`config.mk`:
```
export PLATFORM = sky130hd
export DESIGN_NAME = dbus_ctrl_flat
export DESIGN_NICKNAME = d
export VERILOG_FILES = /design/src/rtl/dbus_ctrl_if.sv /design/src/rtl/dbus_ctrl.sv /design/src/flat_wrapper.sv
export SDC_FILE = /design/constraint.sdc
export NUM_CORES = 1
export LEC_CHECK = 0
export CAP_MARGIN = 25
export CORE_ASPECT_RATIO = 0.5
export CORE_MARGIN = 4
export CORE_UTILIZATION = 48
export CTS_BUF_LIST = sky130_fd_sc_hd__clkbuf_16
export CTS_CLUSTER_SIZE = 12
export DETAILED_ROUTE_END_ITERATION = 7
export PLACE_DENSITY = 0.8
export SLEW_MARGIN = 20
export SYNTH_ARGS = -nofsm -noshare
export SYNTH_HDL_FRONTEND = slang
export SYNTH_SLANG_ARGS = --single-unit
```
`constraint.sdc`:
```
create_clock -name clk -period 5.14 [get_ports clk]
set_clock_uncertainty 0.05 [all_clocks]
set_input_delay 1.285 -clock clk [delete_from_list [all_inputs] [get_ports clk]]
set_output_delay 1.285 -clock clk [all_outputs]
set_load 0.01 [all_outputs]
```
`src/rtl/dbus_ctrl_if.sv`:
```
// Core data-bus bundle: request side driven by the core, completion by dbus_ctrl.
interface dbus_ctrl_if;
  logic        MREQ;
  logic        WRITE;
  logic [1:0]  SIZE;
  logic [31:0] DAD;
  logic [31:0] DDT_in;
  logic [31:0] DDT_out;
  logic        ACKD_n;

  modport master (output MREQ, WRITE, SIZE, DAD, DDT_in, input DDT_out, ACKD_n);
  modport slave  (input MREQ, WRITE, SIZE, DAD, DDT_in, output DDT_out, ACKD_n);
endinterface

```
`src/rtl/dbus_ctrl.sv`:
```
// Data-bus controller: SRAM window, console byte FIFO and exit port behind a
// single-outstanding request/ack bus with a fixed completion latency.
module dbus_ctrl #(
  parameter int          LATENCY     = 1,
  parameter logic [31:0] DMEM_BASE   = 32'h0800_0000,
  parameter int          DMEM_AW     = 10,
  parameter logic [31:0] STDOUT_ADDR = 32'hf000_0000,
  parameter logic [31:0] EXIT_ADDR   = 32'hff00_0000,
  parameter int          TXQ_DEPTH   = 8
) (
  input  logic               clk,
  input  logic               rst,
  dbus_ctrl_if.slave         bus,
  output logic               sram_en,
  output logic               sram_we,
  output logic [3:0]         sram_be,
  output logic [DMEM_AW-1:0] sram_addr,
  output logic [31:0]        sram_wdata,
  input  logic [31:0]        sram_rdata,
  output logic               tx_valid,
  input  logic               tx_ready,
  output logic [7:0]         tx_data,
  output logic               exit_o,
  output logic [31:0]        exit_code,
  output logic               err_o
);
  localparam int QW = $clog2(TXQ_DEPTH);

  typedef enum logic [1:0] {IDLE, WAIT, ACK} state_t;
  state_t r_state, w_next;

  logic [3:0]  r_cnt;
  logic [1:0]  r_size, r_lane;
  logic        r_rd_pend;
  logic [31:0] r_ldata, r_dout;
  logic [7:0]  r_q [TXQ_DEPTH];
  logic [QW:0] r_wp, r_rp;

  logic        w_word, w_half, w_misal, w_in_mem, w_is_out, w_is_exit, w_err;
  logic        w_accept, w_mem_ok, w_push, w_pop, w_full, w_empty;
  logic [31:0] w_off, w_rd_data, w_cur, w_sh;

  assign w_word    = (bus.SIZE == 2'b00);
  assign w_half    = (bus.SIZE == 2'b01);
  assign w_misal   = (w_word && bus.DAD[1:0] != 2'b00) || (w_half && bus.DAD[0]);
  assign w_off     = bus.DAD - DMEM_BASE;
  assign w_in_mem  = (w_off >> (DMEM_AW + 2)) == 32'd0;
  assign w_is_out  = (bus.DAD == STDOUT_ADDR);
  assign w_is_exit = (bus.DAD == EXIT_ADDR);
  assign w_err     = w_misal || !(w_in_mem || w_is_out || w_is_exit);
  assign w_mem_ok  = w_in_mem && !w_misal;

  // A console store with no free slot waits in IDLE; a same-cycle pop does not help.
  assign w_push   = r_state == IDLE && bus.MREQ && bus.WRITE && w_is_out && !w_misal;
  assign w_accept = r_state == IDLE && bus.MREQ && !(w_push && w_full);

  always_comb begin
    sram_en    = 1'b0;
    sram_we    = 1'b0;
    sram_be    = 4'b0000;
    sram_addr  = '0;
    sram_wdata = 32'd0;
    if (!rst && w_accept && w_mem_ok) begin
      sram_en   = 1'b1;
      sram_we   = bus.WRITE;
      sram_addr = bus.DAD[DMEM_AW+1:2];
      if (w_word) begin
        sram_be    = 4'b1111;
        sram_wdata = bus.DDT_in;
      end else if (w_half) begin
        sram_be    = bus.DAD[1] ? 4'b1100 : 4'b0011;
        sram_wdata = {2{bus.DDT_in[15:0]}};
      end else begin
        sram_be    = 4'b0001 << bus.DAD[1:0];
        sram_wdata = {4{bus.DDT_in[7:0]}};
      end
    end
  end

  always_ff @(posedge clk) begin
    if (rst) r_state <= IDLE;
    else     r_state <= w_next;
  end

  always_comb begin
    w_next = r_state;
    case (r_state)
      IDLE:    if (w_accept) w_next = (LATENCY == 1) ? ACK : WAIT;
      WAIT:    if (r_cnt == 4'd1) w_next = ACK;
      ACK:     w_next = IDLE;
      default: w_next = IDLE;
    endcase
  end

  always_ff @(posedge clk) begin
    if (rst)                                r_cnt <= 4'd0;
    else if (w_accept)                      r_cnt <= 4'(LATENCY - 1);
    else if (r_state == WAIT && r_cnt != 4'd1) r_cnt <= r_cnt - 4'd1;
  end

  assign w_sh = sram_rdata >> {r_lane, 3'b000};
  always_comb begin
    case (r_size)
      2'b00:   w_rd_data = sram_rdata;
      2'b01:   w_rd_data = {16'd0, r_lane[1] ? sram_rdata[31:16] : sram_rdata[15:0]};
      default: w_rd_data = {24'd0, w_sh[7:0]};
    endcase
  end

  // SRAM data is only valid the cycle after the access; later acks use the latched copy.
  assign w_cur       = r_rd_pend ? w_rd_data : r_ldata;
  assign bus.DDT_out = (r_state == ACK) ? w_cur : r_dout;
  assign bus.ACKD_n  = (r_state != ACK);

  always_ff @(posedge clk) begin
    if (rst) begin
      r_rd_pend <= 1'b0;
      r_size    <= 2'b00;
      r_lane    <= 2'b00;
      r_ldata   <= 32'd0;
      r_dout    <= 32'd0;
      err_o     <= 1'b0;
      exit_o    <= 1'b0;
      exit_code <= 32'd0;
    end else begin
      r_rd_pend <= w_accept && w_mem_ok && !bus.WRITE;
      if (w_accept) begin
        r_size  <= bus.SIZE;
        r_lane  <= bus.DAD[1:0];
        r_ldata <= 32'd0;
        if (w_err) err_o <= 1'b1;
        if (bus.WRITE && w_is_exit && !w_misal && !exit_o) begin
          exit_o    <= 1'b1;
          exit_code <= bus.DDT_in;
        end
      end else if (r_rd_pend) begin
        r_ldata <= w_rd_data;
      end
      if (r_state == ACK) r_dout <= w_cur;
    end
  end

  assign w_empty  = (r_wp == r_rp);
  assign w_full   = ((r_wp - r_rp) == (QW+1)'(TXQ_DEPTH));
  assign w_pop    = !w_empty && tx_ready;
  assign tx_valid = !w_empty;
  assign tx_data  = w_empty ? 8'd0 : r_q[r_rp[QW-1:0]];

  always_ff @(posedge clk) begin
    if (rst) begin
      r_wp <= '0;
      r_rp <= '0;
    end else begin
      if (w_push && w_accept) r_wp <= r_wp + 1'b1;
      if (w_pop)              r_rp <= r_rp + 1'b1;
    end
  end

  always_ff @(posedge clk) begin
    if (w_push && w_accept && !rst) r_q[r_wp[QW-1:0]] <= bus.DDT_in[7:0];
  end
endmodule

```
`src/flat_wrapper.sv`:
```
// flat-port wrapper written by rule: the top's interface ports become plain ports
module dbus_ctrl_flat 
#(
  parameter int          LATENCY     = 1,
  parameter logic [31:0] DMEM_BASE   = 32'h0800_0000,
  parameter int          DMEM_AW     = 10,
  parameter logic [31:0] STDOUT_ADDR = 32'hf000_0000,
  parameter logic [31:0] EXIT_ADDR   = 32'hff00_0000,
  parameter int          TXQ_DEPTH   = 8
)
  (clk, rst, sram_en, sram_we, sram_be, sram_addr, sram_wdata, sram_rdata, tx_valid, tx_ready, tx_data, exit_o, exit_code, err_o, bus_MREQ, bus_WRITE, bus_SIZE, bus_DAD, bus_DDT_in, bus_DDT_out, bus_ACKD_n);
  dbus_ctrl_if bus_i ();
  input  logic clk;
  input  logic rst;
  output logic sram_en;
  output logic sram_we;
  output logic [3:0] sram_be;
  output logic [DMEM_AW-1:0] sram_addr;
  output logic [31:0] sram_wdata;
  input  logic [31:0] sram_rdata;
  output logic tx_valid;
  input  logic tx_ready;
  output logic [7:0] tx_data;
  output logic exit_o;
  output logic [31:0] exit_code;
  output logic err_o;
  input wire logic [$bits(bus_i.MREQ)-1:0] bus_MREQ;
  input wire logic [$bits(bus_i.WRITE)-1:0] bus_WRITE;
  input wire logic [$bits(bus_i.SIZE)-1:0] bus_SIZE;
  input wire logic [$bits(bus_i.DAD)-1:0] bus_DAD;
  input wire logic [$bits(bus_i.DDT_in)-1:0] bus_DDT_in;
  output wire logic [$bits(bus_i.DDT_out)-1:0] bus_DDT_out;
  output wire logic [$bits(bus_i.ACKD_n)-1:0] bus_ACKD_n;
  assign bus_i.MREQ = bus_MREQ;
  assign bus_i.WRITE = bus_WRITE;
  assign bus_i.SIZE = bus_SIZE;
  assign bus_i.DAD = bus_DAD;
  assign bus_i.DDT_in = bus_DDT_in;
  assign bus_DDT_out = bus_i.DDT_out;
  assign bus_ACKD_n = bus_i.ACKD_n;
  dbus_ctrl #(.LATENCY(LATENCY), .DMEM_BASE(DMEM_BASE), .DMEM_AW(DMEM_AW), .STDOUT_ADDR(STDOUT_ADDR), .EXIT_ADDR(EXIT_ADDR), .TXQ_DEPTH(TXQ_DEPTH)) u_core (.clk(clk), .rst(rst), .bus(bus_i), .sram_en(sram_en), .sram_we(sram_we), .sram_be(sram_be), .sram_addr(sram_addr), .sram_wdata(sram_wdata), .sram_rdata(sram_rdata), .tx_valid(tx_valid), .tx_ready(tx_ready), .tx_data(tx_data), .exit_o(exit_o), .exit_code(exit_code), .err_o(err_o));
endmodule
```
* After elaboration in Yosys (flattened, before gate mapping)
Memory sizes are Yosys's and may differ from the RTL's. A register that Yosys moved wholly into a read port is not among the register bits.
Cells that the tools add are included.
** Storage, ports and cells
- Register bits :: 117
- RAM bits :: 64
- Output and inout bits :: 124
- Memories kept :: 1
** Cells by class
- Add/sub/neg operators :: 5
- Eq/ne operators :: 13
- Shift operators :: 2
- Muxes and demuxes :: 22
- Reduce and logical (&&, ||, !) cells :: 40
** Memory list
- u_core.r_q :: words 8, bits a word 8, rd ports 1, clocked after memory_dff 1, wr ports 1, line dbus_ctrl.sv:36 : logic [7:0] r_q [TXQ_DEPTH];
** Operators by type and width (count)
- $mux 32 :: 5
- $eq 32x32->1 const B :: 2
- $pmux 32 s2 :: 1
- $logic_not 32->1 :: 1
- $shr 32x5->8 :: 1
- $sub 32x28->32 const B :: 1
- $logic_and 1x1->1 :: 20
- $mux 16 :: 1
- $mux 4 :: 4
- $mux 10 :: 1
- $add 4x1->4 const B :: 2
- $mux 8 :: 1
- $logic_not 1->1 :: 7
- $eq 2x1->1 const B :: 3
- $logic_not 2->1 :: 3
- $mux 3 :: 2
- $reduce_and 2->1 :: 3
- $eq 4x1->1 const B :: 1
- $eq 4x4->1 :: 1
- $eq 4x4->1 const B :: 1
- $logic_or 1x1->1 :: 4
- $mux 1 :: 4
- $mux 2 :: 2
- $ne 2x1->1 const B :: 2
- 9 further kinds :: 9

* Depth between registers and ports, before layout
Gate-level depths: netlist (run 1).
- Word-level depth :: 12
- Mapped depth :: 9

* Worst setup path before layout (run 1)
No wires, ideal clock.
- Path kind :: input to output
- Start :: in bus_DAD[27]
- End :: out sram_wdata[24]
- Data arrival time :: 3299 ps
- Data required time :: 3805 ps
- Path slack :: 506 ps
- Cell stages on the path :: 8
- Cells stage by stage :: inv_1 -> ha_1 -> nor4b_1 -> nand2_1 -> or4_1 -> clkbuf_1 -> clkbuf_1 -> a2111oi_0
** On the way
- Cells in the longest elaborated chain, start to end :: 9
- Elaborated cells on any way between the ends :: 12
- Classes of those cells :: add/sub: 1; eq/ne: 1; mux: 1; reduce/logical: 9
** Ends and longest elaborated chain
- start: declaration :: line flat_wrapper.sv:30 : input wire logic [$bits(bus_i.DAD)-1:0] bus_DAD;
- parallel branches: the longest is 7 deep, another holds $sub 32x28->32
- $logic_and 1x1->1 * :: line dbus_ctrl.sv:63 : if (!rst && w_accept && w_mem_ok) begin
- $mux 32 * :: line dbus_ctrl.sv:63
- end: declaration :: line flat_wrapper.sv:19 : output logic [31:0] sram_wdata;
Every way passes the cells marked *.

* Worst setup path in the final report (run 1)
- Start :: in bus_DAD[7]
- End :: out sram_be[1]
** On the way
- Cells in the longest elaborated chain, start to end :: 9
- Elaborated cells on any way between the ends :: 12
- Classes of those cells :: add/sub: 1; eq/ne: 1; mux: 1; reduce/logical: 9
** Ends and longest elaborated chain
- parallel branches: the longest is 7 deep, another holds $sub 32x28->32
- $logic_and 1x1->1 * :: line dbus_ctrl.sv:63
- $mux 4 * :: line dbus_ctrl.sv:63
- end: declaration :: line flat_wrapper.sv:17 : output logic [3:0] sram_be;
Marks and branches as above.

==> results.json, run 1 <==
{
  "outcome": "finished, final reports clean",
  "synth-edff-count": 64,
  "multi_input_area_sq_um": 3630,
  "antenna_found_initial": 0,
  "coreArea_sq_um": 16520,
  "fp.dieArea_sq_um": 19230,
  "grt_max_degree": 90,
  "power_density_nw_per_um2": 276.1,
  "drv_slew": 0,
  "yosys_warnings": 0,
  "maxCapViolations": 0,
  "insertion_delay_ns": 0.44,
  "path_max_fanout": 6,
  "finalSetupViolCount": 0,
  "grt_pass1_wl_mm": 39.36,
  "synth_ff_type": "dfxtp_1",
  "htree_levels": 4,
  "die_height_um": 100.1,
  "drc": 0,
  "fin_setup_tns_ns": 0,
  "hold_violations": 0,
  "vias_per_cell": 5.575,
  "syn_nets": 949,
  "firstDrtPassIters": 5,
  "cts_hold_buf": 0,
  "ys_ff_latch": 179,
  "num_rows": 33,
  "port_buffers": 226,
  "post-dp-hpwl_mm": 18.43,
  "fin_util_pct": 69.80,
  "mostFrequentLayoutCell": "clkdlybuf4s50_1",
  "cts_tree": "done",
  "rrSetupSlack_ns": 2.08,
  "crit_type": "in -> out",
  "initial_core_util_pct": 49.29,
  "end_kind": "output port",
  "hold_class": "reg -> reg",
  "drt_iter0_markers": 624,
  "fmax_mhz": 195.3,
  "vias": 7365,
  "tightest_slew_ns": 1.095,
  "gp_congestion": 0.9355,
  "syn_avg_cell_area_sq_um": 9.691,
  "synth_seq_area_share_pct": 51.89,
  "synthCells": 840,
  "io_pins": 227,
  "drtAntennaViolNets": 0,
  "cts_buffers": 17,
  "finalCriticalPeriod_ns": 5.120,
  "syn_area_sq_um": 8140,
  "final_cell_mix": "clkdlybuf4s50_1, dfxtp_1, nand2_1",
  "clk_pin_slew_ns": 0.07,
  "grt_pass1_vias": 7228,
  "rsz0062_at_grt": "true",
  "leakage_nw": 4.239,
  "maxSlewHeadroom_pct": 26.70,
  "fin_crit_sh_pct": 99.61,
  "root_buffer": "clkbuf_16",
  "power.total_mw": 3.183,
  "fp.dieW_um": 192.2,
  "cts_buffer_depth": 2,
  "nets": 1190,
  "fillCellCount": 1260,
  "vdd_drop_max_v": 0.0002266,
  "cts.sinks": 179,
  "wl_per_cell_um": 19.67,
  "critPathLaunchType": "input port",
  "finalWirelength_mm": 25.98,
  "arrival_ns": 3.78,
  "worst_ep_required_time_ns": 3.81,
  "synthToLayoutAreaGrowth_pct": 41.62,
  "ys_types": 48,
  "final-seq-area_sq_um": 4225,
  "num_antenna_cells": 0,
  "grt.overflow.total": 0,
  "drive_above_1_share_pct": 15.90,
  "postSynth.asyncResetShare_pct": 0,
  "grt_usage_pct": 26.46
}
==> through the flow <==
stage | cells | worst slack (ns) | instance area (sq um) | hold WS, ns
2_1_floorplan | 840 | 0.5056 | 8140 | 0.4026
3_3_place_gp | 1275 | -0.3845 | 10810 | 0.3878
3_5_place_dp | 1275 | -0.6432 | 10810 | 0.3927
4_1_cts | 1312 | -0.05302 | 11480 | 0.4024
5_1_grt | 1321 | -0.01247 | 11530 | 0.4191
6_report | 1321 | 0.02028 | 11530 | 0.4016
==> state kept, by name, summed over array words and instances (netlist names), named ones only <==
| register | cells |
|---|---|
| u_core.r_dout | 32 |
| u_core.r_q | 64 |
| u_core.err_o | 1 |
| u_core.exit_o | 1 |
| u_core.exit_code | 32 |
| u_core.r_rd_pend | 1 |
| u_core.r_state | 1 |
| u_core.r_wp | 4 |
| u_core.r_ldata | 32 |
| u_core.r_rp | 4 |
| u_core.r_size | 2 |
| u_core.r_lane | 2 |
==> power by group <==
part / switching (mW) / leakage (nW) / internal [mW]
logic: 0.173 / 2.42 / 0.172
registers: 0.00893 / 1.51 / 1.48
clock network: 0.589 / 0.310 / 0.762
total: 0.771 / 4.24 / 2.41
==> Yosys cell counts (6+ instances only) <==
master,number,area share [%]
o21ai_0,8,0.49
a2111oi_0,14,1.5
a211oi_1,17,1.6
nor2b_1,19,1.5
nor4_1,8,0.61
nand3_1,11,0.68
nand2_1,105,4.8
o22a_1,8,0.86
ha_1,6,0.92
dfxtp_1,115,28
nor2_1,64,3.0
mux4_2,16,4.4
a211o_1,8,0.86
inv_1,29,1.3
clkbuf_1,56,2.6
a21oi_1,93,5.7
mux2i_1,38,4.7
a22oi_1,16,1.5
nor3_1,72,4.4
edfxtp_1,64,24
and2_1,20,1.5
==> cells by family (layout without fill, tap and decap cells) <==
kind of cell,after synthesis,in the layout,synth area share [%]
and+or+nand+nor,320,320,18.58
DFF,179,179,51.89
AOI/OAI and AO/OA,176,176,13.96
buffers and inverters,97,351,4.626
muxes,56,56,9.376
adders and majority gates,6,6,0.9222
xor gates and xnor gates,6,6,0.6456
==> area by class of cell <==
type / count / share of cell area, %
flip-flops and latches: 179 / 36.65
multi-input cells: 564 / 31.48
repair buffers: 288 / 23.04
clock buffers: 18 / 3.907
well taps: 227 / 2.464
clock inverters: 14 / 1.443
inverters: 31 / 1.009
==> worst max-delay path, stage by stage <==
cell,delay [ns]
clkdlybuf4s50_1,0.45
or4_4,0.51
nor4_4,0.36
nand4_2,0.18
o311ai_4,0.32
buf_6,0.21
clkbuf_16,0.18
nor3_2,0.05
clkdlybuf4s15_2,0.22
==> what timing repair did <==
item	4_1_cts	5_1_grt
pin swaps	1	5
gates cloned	2	3
endpoints found under the setup margin	48	48
gates resized for setup	132	60
endpoints found under the hold margin	0	0
buffers inserted	3	6
==> final timing paths <==
path / to / cells after the start / from
worst max-delay path: sram_be[1] / 9 / bus_DAD[7]
worst min-delay path: u_core.exit_code[9] / 2 / u_core.exit_code[9]
worst max register to register: u_core.r_ldata[20] / 8 / u_core.r_wp[1]
worst min register to register: u_core.exit_code[9] / 2 / u_core.exit_code[9]
==> per-layer routing <==
| metal | part of all wire, % | wire length, um | GRT usage, % | vias to the layer above |
|---|---|---|---|---|
| li1 | - | - | - | 3529 |
| met1 | 42 | 10890 | 33.52 | 3492 |
| met2 | 49 | 12770 | 45.56 | 293 |
| met3 | 6.5 | 1684 | 5.768 | 51 |
| met4 | 2.4 | 636 | 8.817 | 0 |
| met5 | 0 | 0 | 0 | - |
Power figures use the tool's default switching activity.
==> run 2: changes to the inputs <==
CAP_MARGIN = 40   (was 25)
==> run 2 against run 1 <==
Global-route usage up 0.13 points. Via count grew 0.41%. Flip-flop and latch count is the same. Routed wire length fell by 0.43%. Register-to-register slack better by 0.04 ns. Non-clock buffer count unchanged. Final cell count unchanged. Critical path type unchanged.
==> results.json, run 2 (synthesis results as in run 1) <==
{
  "outcome": "finished, final reports clean",
  "clk_pin_slew_ns": 0.07,
  "power.total_mw": 3.086,
  "vdd_drop_max_v": 0.0002394,
  "cts_buffer_depth": 2,
  "antenna_found_initial": 0,
  "place_ws_ns": -0.5980,
  "fp.dieArea_sq_um": 19230,
  "critPathLaunchType": "input port",
  "vias": 7395,
  "finalSetupViolCount": 0,
  "vias_per_cell": 5.598,
  "crit_family": "buffers and inverters",
  "grt_util_met1_pct": 34.22,
  "placed_cell_area_sq_um": 10840,
  "leakage_nw": 4.147,
  "grt_pass1_vias": 7173,
  "finalWirelength_mm": 25.87,
  "path_cells": "clkdlybuf4s50_1 > inv_1 > ha_1 > nor4b_4 > nand2_1 > or4_4 > buf_8 > buf_6 > nor3_2 > clkdlybuf4s15_1",
  "end_kind": "output port",
  "wl_per_cell_um": 19.58,
  "holdPathEnd": "u_core.exit_code[17]",
  "maxSlewHeadroom_pct": 43.62,
  "grt_pass1_wl_mm": 39.41,
  "crit_buf_inv": 5,
  "crit_type": "in -> out",
  "fp.dieW_um": 192.2,
  "grt_usage_pct": 26.60,
  "worstHoldStart": "u_core.exit_code[17]",
  "drc": 0,
  "power_density_nw_per_um2": 269.4,
  "worst_ep_required_time_ns": 3.81,
  "root_buffer": "clkbuf_16",
  "drive_above_1_share_pct": 15.54,
  "rr_worst_depth": 8,
  "fin_ws_ns": 0.04521,
  "largest_reg_flops": 64,
  "worstHoldPathCells": 2,
  "nets": 1190,
  "tightest_slew_ns": 0.8420,
  "maxCapViolations": 0,
  "r2r-start": "u_core.r_wp[1]",
  "grt.overflow.total": 0,
  "drtAntennaViolNets": 0,
  "port_buffers": 226,
  "cts.sinks": 179,
  "grtUsageMet2_pct": 45.02,
  "io_pins": 227,
  "path_max_fanout": 18,
  "arrival_ns": 3.76,
  "hold_violations": 0,
  "num_antenna_cells": 0,
  "synthToLayoutAreaGrowth_pct": 40.76,
  "post-dp-hpwl_mm": 18.55,
  "hold_class": "reg -> reg",
  "max_stage_delay_ns": 0.50,
  "hold_ws_ns": 0.4020,
  "grt_max_degree": 55,
  "coreArea_sq_um": 16520,
  "cp_slowest_cell": "or4_4",
  "met3_usage_pct": 5.698,
  "fmax_mhz": 196.3,
  "initial_core_util_pct": 49.29,
  "finalCriticalPeriod_ns": 5.095,
  "fillCellCount": 1289,
  "num_rows": 33,
  "r2r-end": "u_core.r_q[0][4]",
  "mostFrequentLayoutCell": "clkdlybuf4s50_1",
  "finalInstanceArea_sq_um": 11460,
  "cts_buffers": 17,
  "rrSetupSlack_ns": 2.12,
  "drt_iter0_markers": 540,
  "gp_congestion": 0.9355,
  "insertion_delay_ns": 0.45,
  "fin_util_pct": 69.38,
  "drv_slew": 0,
  "htree_levels": 4,
  "cts_tree": "done",
  "die_height_um": 100.1,
  "firstDrtPassIters": 5,
  "busiest_layer": "met2",
  "fin_crit_sh_pct": 99.12,
  "final_cell_mix": "clkdlybuf4s50_1, dfxtp_1, nand2_1"
}
-- run 2: worst reg2reg max path: stages, from the launching register on --
cell and delay, ns:
dfxtp_1 0.51, ha_1 0.32, nor2b_1 0.17, o211a_1 0.21
a211oi_1 0.21, buf_4 0.20, o211ai_1 0.32, nor4_1 0.47
buf_4 0.26
-- run 2: stage by stage --
step	instances	TNS [ns]
2_1_floorplan	840	0
3_3_place_gp	1275	-15.27
3_5_place_dp	1278	-21.25
4_1_cts	1316	-0.1315
5_1_grt	1321	-0.06612
6_report	1321	0
-- run 2: metal layers --
layer / routed length (um) / up-vias
met1: 10730 / 3563
met3: 1665 / 49
met4: 701 / 0
li1: - / 3522
met5: 0 / -
met2: 12780 / 261
-- run 2: how the worst max path moves through the flow --
stage	startpoint	endpoint	slack (ns)	cells past startpoint
5_1_grt	bus_DAD[28]	sram_addr[0]	-0.03	10
2_1_floorplan	bus_DAD[27]	sram_wdata[24]	0.51	8
3_5_place_dp	bus_DAD[27]	sram_wdata[29]	-0.60	9
3_3_place_gp	bus_DAD[27]	sram_wdata[29]	-0.38	9
4_1_cts	bus_DAD[3]	sram_addr[0]	-0.01	9
6_report	bus_DAD[28]	sram_addr[0]	0.05	10
-- run 2: cell type report --
class	count	area (sq um)	share of cell area, %
clock buffers	17	425.4	3.713
clock inverters	15	146.4	1.278
inverters	31	116.4	1.016
multi-input cells	564	3622	31.61
flip-flops and latches	179	4225	36.87
well taps	227	284.0	2.479
repair buffers	288	2639	23.03
-- run 2: where the power goes --
group | total (mW) | switching [mW] | internal (mW)
Combinational | 0.341 | 0.171 | 0.170
Clock | 1.26 | 0.615 | 0.643
Sequential | 1.49 | 0.00895 | 1.48
-- run 2: timing repair --
item / CTS / global route
setup endpoints to repair: 48 / 48
buffers inserted: 4 / 4
hold buffers: 0 / 0
gates resized for setup: 63 / 114
pin swaps: 1 / 3
cloned: 2 / 1
==> run 3: changes to the inputs <==
CORE_UTILIZATION = 52   (was 48)
PLACE_DENSITY = 0.86   (was 0.8)
clock period = 6.22 ns   (was 5.14 ns; I/O delays follow)
==> run 3 against run 2 <==
First-iteration DRC count up 11%. Utilization up 6.6 points. Sequential power down 17%. Combinational power down 24%. Critical endpoint is now sram_wdata[13].
==> results.json, run 3 (synthesis results as in run 1) <==
{
  "finalCriticalPeriod_ns": 6.122,
  "worstHoldStart": "u_core.exit_code[31]",
  "arrival_ns": 4.52,
  "place_ws_ns": -0.06551,
  "vdd_drop_max_v": 0.0001854,
  "postCtsSetupBuffers": 0,
  "power.total_mw": 2.543,
  "wl_per_cell_um": 19.18,
  "hold_class": "reg -> reg",
  "die_height_um": 96.47,
  "maxCapViolations": 0,
  "grt_pass1_vias": 7060,
  "gp_congestion": 0.8984,
  "synthToLayoutAreaGrowth_pct": 39.09,
  "cts_tree": "done",
  "fin_util_pct": 76.02,
  "internal_power_mw": 1.889,
  "cts_buffer_depth": 2,
  "worst_ep_required_time_ns": 4.62,
  "fp.dieW_um": 184.9,
  "fp.dieArea_sq_um": 17840,
  "grt.overflow.total": 0,
  "drv_slew": 0,
  "grt_max_degree": 56,
  "rrSetupSlack_ns": 3.30,
  "fmax_mhz": 163.3,
  "fin_ws_ns": 0.09783,
  "post-dp-hpwl_mm": 17.22,
  "cp_slowest_cell": "clkdlybuf4s50_1",
  "path_cells": "clkdlybuf4s50_1 > inv_1 > ha_1 > nor4b_2 > nand2_1 > or4_1 > buf_4 > buf_4 > nor3_1 > clkdlybuf4s50_1",
  "path_max_fanout": 21,
  "vias_per_cell": 5.806,
  "rsz0062_at_grt": "false",
  "outcome": "finished, final reports clean",
  "fin_crit_sh_pct": 98.43,
  "hold_ws_ns": 0.4028,
  "rr_worst_depth": 8,
  "seqPwrFrac_pct": 48.3,
  "mostFrequentLayoutCell": "clkdlybuf4s50_1",
  "antenna_found_initial": 0,
  "max_stage_delay_ns": 0.58,
  "r2r-start": "u_core.r_wp[1]",
  "critPathLaunchType": "input port",
  "htree_levels": 4,
  "drt_iter0_markers": 598,
  "root_buffer": "clkbuf_16",
  "finalSetupViolCount": 0,
  "finalWirelength_mm": 24.30,
  "crit_type": "in -> out",
  "io_pins": 227,
  "port_buffers": 226,
  "clkPwrFrac_pct": 41.4,
  "final_cell_mix": "clkdlybuf4s50_1, dfxtp_1, nand2_1",
  "drive_above_1_share_pct": 9.261,
  "holdPathEnd": "u_core.exit_code[31]",
  "cts.sinks": 179,
  "grt_pass1_wl_mm": 36.64,
  "initial_core_util_pct": 54.65,
  "drtAntennaViolNets": 0,
  "coreArea_sq_um": 14890,
  "vias": 7356,
  "swShare_pct": 25.71,
  "cts_buffers": 17,
  "grt_usage_pct": 26.33,
  "hold_violations": 0,
  "tightest_slew_ns": 0.8738,
  "num_antenna_cells": 0,
  "leakage_nw": 4.038,
  "place_inst": 1233,
  "worstHoldPathCells": 2,
  "r2r-end": "u_core.r_q[0][1]",
  "pwr-share-comb_pct": 10.2,
  "num_rows": 31,
  "clk_pin_slew_ns": 0.07,
  "insertion_delay_ns": 0.43,
  "stdcell_count": 1267,
  "power_density_nw_per_um2": 224.6,
  "firstDrtPassIters": 5,
  "drc": 0,
  "largest_reg_flops": 64,
  "end_kind": "output port",
  "p_sw_uw": 653.7,
  "nets": 1165,
  "maxSlewHeadroom_pct": 41.49
}
-- run 3: through the flow --
stage                     TNS, ns  cell area (sq um)
after floorplan                 0               8140
after global placement          0              10660
after detailed placement  -0.1582              10690
after CTS                       0              11270
after global routing            0              11320
final                           0              11320
-- run 3: how the worst max path moves through the flow --
stage                           start             end  slack [ns]  cells past startpoint
final                     bus_DAD[27]  sram_wdata[13]         0.1                     10
after global routing      bus_DAD[27]  sram_wdata[11]       0.007                     10
after CTS                 bus_DAD[27]   sram_wdata[9]        0.08                     10
after detailed placement  bus_DAD[27]  sram_wdata[27]       -0.07                      9
after global placement    bus_DAD[27]  sram_wdata[31]        0.14                      9
after floorplan           bus_DAD[27]  sram_wdata[24]        1.05                      8
-- run 3: what timing repair did --
item,CTS,global route
gates resized for setup,9,8
pin swaps,0,0
hold buffers,0,0
setup endpoints to repair,6,7
-- run 3: critical path, delay by kind of cell --
kind | cells | cell delay (ns)
and+or+nand+nor | 4 | 1.00
buffers and inverters | 5 | 1.65
adders and majority gates | 1 | 0.30
-- run 3: area by class of cell --
class                           instances  area [sq um]
Tap cell                              198         247.7
Inverter                               31         116.4
Clock buffer                           17         425.4
Timing Repair Buffer                  263          2587
Sequential cell                       179          4225
Fill cell                             998          3572
Multi-Input combinational cell        564          3570
Clock inverter                         15         150.1
-- run 3: routing by layer --
| layer | global-route usage [%] | up-vias | part of all wire [%] |
|---|---|---|---|
| met3 | 6.956 | 66 | 7.6 |
| met4 | 8.608 | 0 | 2.8 |
| met5 | 0 | - | 0 |
| met2 | 45.24 | 328 | 50 |
| met1 | 32.99 | 3507 | 40 |
| li1 | - | 3455 | - |
-- run 3: power by group through the flow --
stage	Clock, mW	Combinational [mW]	Sequential [mW]
finish	1.05	0.260	1.23
global route	1.11	0.278	1.23
CTS	1.06	0.251	1.23
detailed placement	0	0.248	1.26
global placement	0	0.242	1.26
floorplan	0	0.107	1.25
